--- config.mk ---
export PLATFORM = sky130hd
export DESIGN_NAME = i2s_mic_rx
export DESIGN_NICKNAME = d
export VERILOG_FILES = /design/src/rtl/i2s_pkg.sv /design/src/rtl/i2s_clkgen.sv /design/src/rtl/i2s_mic_rx.sv
export SDC_FILE = /design/constraint.sdc
export NUM_CORES = 1
export LEC_CHECK = 0
export BUFFER_PORTS_ARGS = -buffer_cell sky130_fd_sc_hd__buf_2
export CORE_MARGIN = 2
export CORE_UTILIZATION = 23
export DETAILED_ROUTE_END_ITERATION = 12
export GPL_ROUTABILITY_DRIVEN = 0
export SYNTH_ARGS = -nofsm -noshare
export SYNTH_HDL_FRONTEND = slang
export SYNTH_SLANG_ARGS = --single-unit
--- constraint.sdc ---
create_clock -name clk -period 1.5 [get_ports clk]
set_input_delay 0.15 -clock clk [delete_from_list [all_inputs] [get_ports clk]]
set_output_delay 0.15 -clock clk [all_outputs]
set_load 0.01 [all_outputs]
--- src/rtl/i2s_pkg.sv ---
// Shared types and frame geometry for the I2S microphone receiver.
// No logic; constants only.
// Imported by the clock generator and the receiver top.
package i2s_pkg;

  // Slot selected for capture: left is WS low, right is WS high.
  typedef enum logic {
    CH_LEFT  = 1'b0,
    CH_RIGHT = 1'b1
  } channel_e;

  localparam int SLOT_BITS  = 32;
  localparam int FRAME_BITS = 64;
  localparam int BIT_CNT_W  = 6;

endpackage

--- src/rtl/i2s_clkgen.sv ---
// Purpose: I2S bit clock / word select generator with a rise strobe for the receiver.
// Latency: sck toggles one clk after the divider's terminal count; strobes are combinational.
// Backpressure: none; en_i=0 parks sck/ws low and restarts at frame start.
module i2s_clkgen
  import i2s_pkg::*;
#(
  parameter int CLK_DIV = 4
) (
  input  logic                 clk,
  input  logic                 rst_n,
  input  logic                 en_i,
  output logic                 sck_o,
  output logic                 ws_o,
  output logic                 rise_o,
  output logic [BIT_CNT_W-2:0] slot_bit_o
);

  localparam int              DIV_W    = (CLK_DIV > 1) ? $clog2(CLK_DIV) : 1;
  localparam logic [DIV_W-1:0] DIV_LAST = DIV_W'(CLK_DIV - 1);

  logic [DIV_W-1:0]     r_div_cnt;
  logic                 r_sck;
  logic [BIT_CNT_W-1:0] r_bit_cnt;
  logic                 w_tc;
  logic                 w_fall;

  // Terminal count only while running, so the strobes are silent when parked.
  assign w_tc       = en_i && (r_div_cnt == DIV_LAST);
  assign rise_o     = w_tc && !r_sck;
  assign w_fall     = w_tc && r_sck;
  assign sck_o      = r_sck;
  assign ws_o       = r_bit_cnt[BIT_CNT_W-1];
  assign slot_bit_o = r_bit_cnt[BIT_CNT_W-2:0];

  // Divider and bit clock: toggle sck at each terminal count, park low when disabled.
  always_ff @(posedge clk or negedge rst_n) begin
    if (!rst_n) begin
      r_div_cnt <= '0;
      r_sck     <= 1'b0;
    end else if (!en_i) begin
      r_div_cnt <= '0;
      r_sck     <= 1'b0;
    end else if (w_tc) begin
      r_div_cnt <= '0;
      r_sck     <= ~r_sck;
    end else begin
      r_div_cnt <= r_div_cnt + 1'b1;
    end
  end

  // Frame position advances on each sck falling edge; the MSB is WS.
  always_ff @(posedge clk or negedge rst_n) begin
    if (!rst_n) begin
      r_bit_cnt <= '0;
    end else if (!en_i) begin
      r_bit_cnt <= '0;
    end else if (w_fall) begin
      r_bit_cnt <= r_bit_cnt + 1'b1;
    end
  end

endmodule

--- src/rtl/i2s_mic_rx.sv ---
// Purpose: I2S master receiver; keeps the top SAMPLE_WIDTH bits of one slot per frame.
// Latency: sample presented one clk after the sck rise that carries its last kept bit.
// Backpressure: one-entry buffer; a commit into a full, unready buffer drops the word and sets overrun.
module i2s_mic_rx
  import i2s_pkg::*;
#(
  parameter int       CLK_DIV      = 4,
  parameter int       SAMPLE_WIDTH = 16,
  parameter channel_e CHANNEL      = CH_LEFT
) (
  input  logic                    clk,
  input  logic                    rst_n,
  input  logic                    en_i,
  input  logic                    sd_i,
  output logic                    sck_o,
  output logic                    ws_o,
  output logic                    lr_o,
  output logic [SAMPLE_WIDTH-1:0] sample_o,
  output logic                    sample_valid_o,
  input  logic                    sample_ready_i,
  output logic                    overrun_o,
  input  logic                    overrun_clr_i
);

  // The shifter holds all kept bits but the last; the last is taken live from the input flop.
  localparam int         SH_W     = (SAMPLE_WIDTH > 1) ? SAMPLE_WIDTH - 1 : 1;
  localparam logic [4:0] LAST_BIT = 5'(SAMPLE_WIDTH);
  localparam logic       SEL_WS   = (CHANNEL == CH_RIGHT);

  logic                    w_rise;
  logic                    w_ws;
  logic [4:0]              w_slot_bit;
  logic                    w_hit;
  logic                    w_commit;
  logic                    w_accept;
  logic [SAMPLE_WIDTH-1:0] w_word;

  logic                    r_sd;
  logic [SH_W-1:0]         r_shift;
  logic [SAMPLE_WIDTH-1:0] r_sample;
  logic                    r_valid;
  logic                    r_overrun;

  i2s_clkgen #(
    .CLK_DIV (CLK_DIV)
  ) u_clkgen (
    .clk        (clk),
    .rst_n      (rst_n),
    .en_i       (en_i),
    .sck_o      (sck_o),
    .ws_o       (w_ws),
    .rise_o     (w_rise),
    .slot_bit_o (w_slot_bit)
  );

  // Slot bit 0 is the I2S one-bit delay and is never kept.
  assign w_hit    = w_rise && (w_ws == SEL_WS) && (w_slot_bit != 5'd0) && (w_slot_bit <= LAST_BIT);
  assign w_commit = w_hit && (w_slot_bit == LAST_BIT);
  assign w_accept = r_valid && sample_ready_i;

  // Completed word includes the bit being captured on this rise.
  if (SAMPLE_WIDTH > 1) begin : g_word_wide
    assign w_word = {r_shift, r_sd};
  end else begin : g_word_one
    assign w_word = r_sd;
  end

  assign ws_o           = w_ws;
  assign lr_o           = SEL_WS;
  assign sample_o       = r_sample;
  assign sample_valid_o = r_valid;
  assign overrun_o      = r_overrun;

  // Input flop on the asynchronous serial data line.
  always_ff @(posedge clk or negedge rst_n) begin
    if (!rst_n) begin
      r_sd <= 1'b0;
    end else begin
      r_sd <= sd_i;
    end
  end

  // Deserialiser: shift MSB-first on selected-slot rises; disabling drops any partial word.
  always_ff @(posedge clk or negedge rst_n) begin
    if (!rst_n) begin
      r_shift <= '0;
    end else if (!en_i) begin
      r_shift <= '0;
    end else if (w_hit) begin
      r_shift <= w_word[SH_W-1:0];
    end
  end

  // Output buffer: load on commit when empty or being drained, otherwise hold until accepted.
  always_ff @(posedge clk or negedge rst_n) begin
    if (!rst_n) begin
      r_sample <= '0;
      r_valid  <= 1'b0;
    end else if (w_commit && (!r_valid || sample_ready_i)) begin
      r_sample <= w_word;
      r_valid  <= 1'b1;
    end else if (w_accept && !w_commit) begin
      r_valid  <= 1'b0;
    end
  end

  // Sticky drop flag; a new drop in the clear cycle keeps it set.
  always_ff @(posedge clk or negedge rst_n) begin
    if (!rst_n) begin
      r_overrun <= 1'b0;
    end else if (w_commit && r_valid && !sample_ready_i) begin
      r_overrun <= 1'b1;
    end else if (overrun_clr_i) begin
      r_overrun <= 1'b0;
    end
  end

endmodule

==> reports/results.ini <==
[status]
outcome = complete, but fails checks
violations = negative setup slack

[route]
drt_iter0_markers = 51
vias = 1120
post_drt_wl_per_cell_um = 11.5
ant_nets = 0
wl_mm = 3.27
drt-vias-per-instance = 3.94
first_pass_iters = 4
drc_errors = 0

[clock_network]
path_clk_slew_ns = 0.08
cts_buffer_depth = 2
cts.htree.levels = 2
clkLatencyLatePin_ns = 0.29
clock-sinks = 43
cts_tree = built
cts_made_buffers = 5
cts_root_buf = clkbuf_8

[timing]
drv_slew = 0
whs_ns = 0.0447
finalClockSkew_ns = 0.0101
postLayoutSetupSlackWorst_ns = -0.0696
finalSetupViolCount = 31
fmax_ghz = 0.637
post-route-min-period_ns = 1.57
layout_worst_path_cycle_share = 1.05
finalHoldViolCount = 0
grt_setup_unrepaired = true

[floorplan]
io_pins = 27
die_h_um = 93.6
die_w_um = 93.6
coreArea_um2 = 7770
rows = 32
die-area_um2 = 8760
initial_core_util = 0.238

[power]
p_int_uw = 1700
clkPwrFrac = 0.415
switching_share = 0.213
p_seq_frac = 0.544
p_comb_frac = 0.041
power.switching_uw = 461
powerDensity_nw_per_um2 = 897
vdd.ir_drop.worst_mv = 0.409
p_leak_uw = 0.00132

[worst_setup_path]
crit_path_top_delay_cell = dfrtp_1
crit_type = reg2reg
crit_path_start_kind = register
worstPathMaxFanout = 10
crit_arrival_ns = 1.75
crit_chain = inv_2 -> ha_4 -> nor3b_4 -> nand4_4 -> buf_12 -> mux2_4
worst_setup_path_end_kind = register
crit_required_ns = 1.68
slowest_delay_ns = 0.39

[logic_synthesis]
synth.most_common_cell = dfrtp_1
async_reset_ff_frac = 1.00
yosys-top-cells-area = dfrtp_1 58%, mux2i_1 8.7%, mux2_4 8.1%, nand2_1 3.9%, mux2_2 3.7%
yosysSeqAreaShare = 0.583
synth_area_um2 = 1850
synth_nets = 145
synthTopCellsByCount = 43 x dfrtp_1, 19 x nand2_1, 16 x mux2i_1
synthFlopType = dfrtp_1
synth_top_area_cell = dfrtp_1
yosys_warnings = 0
yosys.area.top_type_share = 0.583
synth-seq-cells = 43
synthCells = 136
synth-edff-count = 0
yosysUniqueCellTypes = 26
avgSynthCellArea_um2 = 13.6

[finish]
n_antenna_cell = 0
fin_cells = 284
nets = 190
drive_gt1_frac = 0.423
finalCoreUtilization = 0.311
syn_to_final_growth_pct = 30.6

[grt]
grt_pass1_vias = 1153
grt_max_degree = 44
grt_pass1_wl_mm = 5.36
grt_antenna_before_repair = 0
grt_util_all_layers = 0.0794
overflow = 0

[place]
dpl.cell_count = 269
numPortBuffers = 25
place_ws_ns = -0.0761
hpwl_mm = 2.24

[hold_path]
hold_path_class = in2reg

[flow_run]
cap_violations = 0

## cells in the final DEF (no fill, tap or decap), types with 2 or more instances in the layout
cell type      count
nand2_1           18
mux2i_1           16
clkbuf_8           5
dlygate4sd3_1      2
buf_2             25
mux2_2             6
mux2_4            10
ha_4               2
nand2_2            2
nand4_1            2
and2_1             6
xnor2_1            6
inv_2              2
buf_4             14
buf_12             3
inv_1              2
dfrtp_1           43
## cell type report
type                    count  area, um^2
fillers                   788        5360
flip-flops and latches     43        1080
multi-input cells          82         746
repair buffers             45         335
well taps                 102         128
clock buffers               5        68.8
clock inverters             3        43.8
inverters                   4        15.0
## metal layers
layer  vias up  GRT usage  part of all wire
met2        23      0.131              0.49
met4         0     0.0181            0.0046
met5         -          0                 0
met3         2     0.0314             0.043
met1       552     0.0981              0.47
li1        543          -                 -
## through the flow
step                      cell area [um^2]  power (uW)  setup TNS, ns
after global routing                  2410        2270          -3.69
final                                 2410        2160          -1.08
after detailed placement              2220        1290          -1.07
after floorplan                       1880        1230          -1.50
after CTS                             2400        2200          -1.87
after global placement                2220        1290         -0.634
## timing repair
item | CTS | global route
setup endpoints to repair | 30 | 34
endpoints found under the hold margin | 44 | 0
cloned | 1 | 0
buffers inserted | 2 | 2
gates resized for setup | 1 | 2
pin swaps | 0 | 2
hold buffers | 2 | 0
## power groups by stage
stage	Sequential, uW	Clock, uW	Combinational [uW]
after CTS	1180	931	91.6
after global placement	1200	0	85.8
after floorplan	1200	0	32.2
final	1180	898	88.9
after detailed placement	1200	0	87.2
after global routing	1180	992	103
## worst paths after layout
check | endpoint | slack (ns) | from | cells after the start
min | overrun_o | 0.04 | overrun_clr_i | 2
min in group asynchronous | sample_o[11] | 0.35 | rst_n | 3
min reg2reg | u_clkgen.r_div_cnt[0] | 0.50 | u_clkgen.r_div_cnt[0] | 1
max in group asynchronous | sample_o[5] | 0.93 | rst_n | 3
max | sample_o[8] | -0.07 | u_clkgen.r_bit_cnt[1] | 6
max reg2reg | sample_o[8] | -0.07 | u_clkgen.r_bit_cnt[1] | 6
## critical path, delay by kind of cell (launching register included)
| kind | cells | cell delay, ns |
|---|---|---|
| buf+inv | 2 | 0.25 |
| flops | 1 | 0.39 |
| fa+ha+maj | 1 | 0.12 |
| mux | 1 | 0.29 |
| simple gates | 2 | 0.40 |
## sequential cells by signal, indices dropped and copies added (netlist names)
name,cells
r_sd,1
sample_valid_o,1
sample_o,16
u_clkgen.r_div_cnt,2
u_clkgen.sck_o,1
u_clkgen.r_bit_cnt,6
r_shift,15
overrun_o,1
## cells by family (layout without fill, tap and decap cells)
group                      after synthesis  count (layout)  synth area share
DFF                                     43              43             0.583
and+or+nand+nor                         38              38             0.121
muxes                                   32              32             0.205
buffers and inverters                   11              57            0.0325
xor gates and xnor gates                 7               7            0.0332
adders and majority gates                3               3            0.0203
other                                    1               1           0.00203
AOI/OAI and AO/OA                        1               1           0.00339
Note: power is estimated with default switching activity, not from simulation.
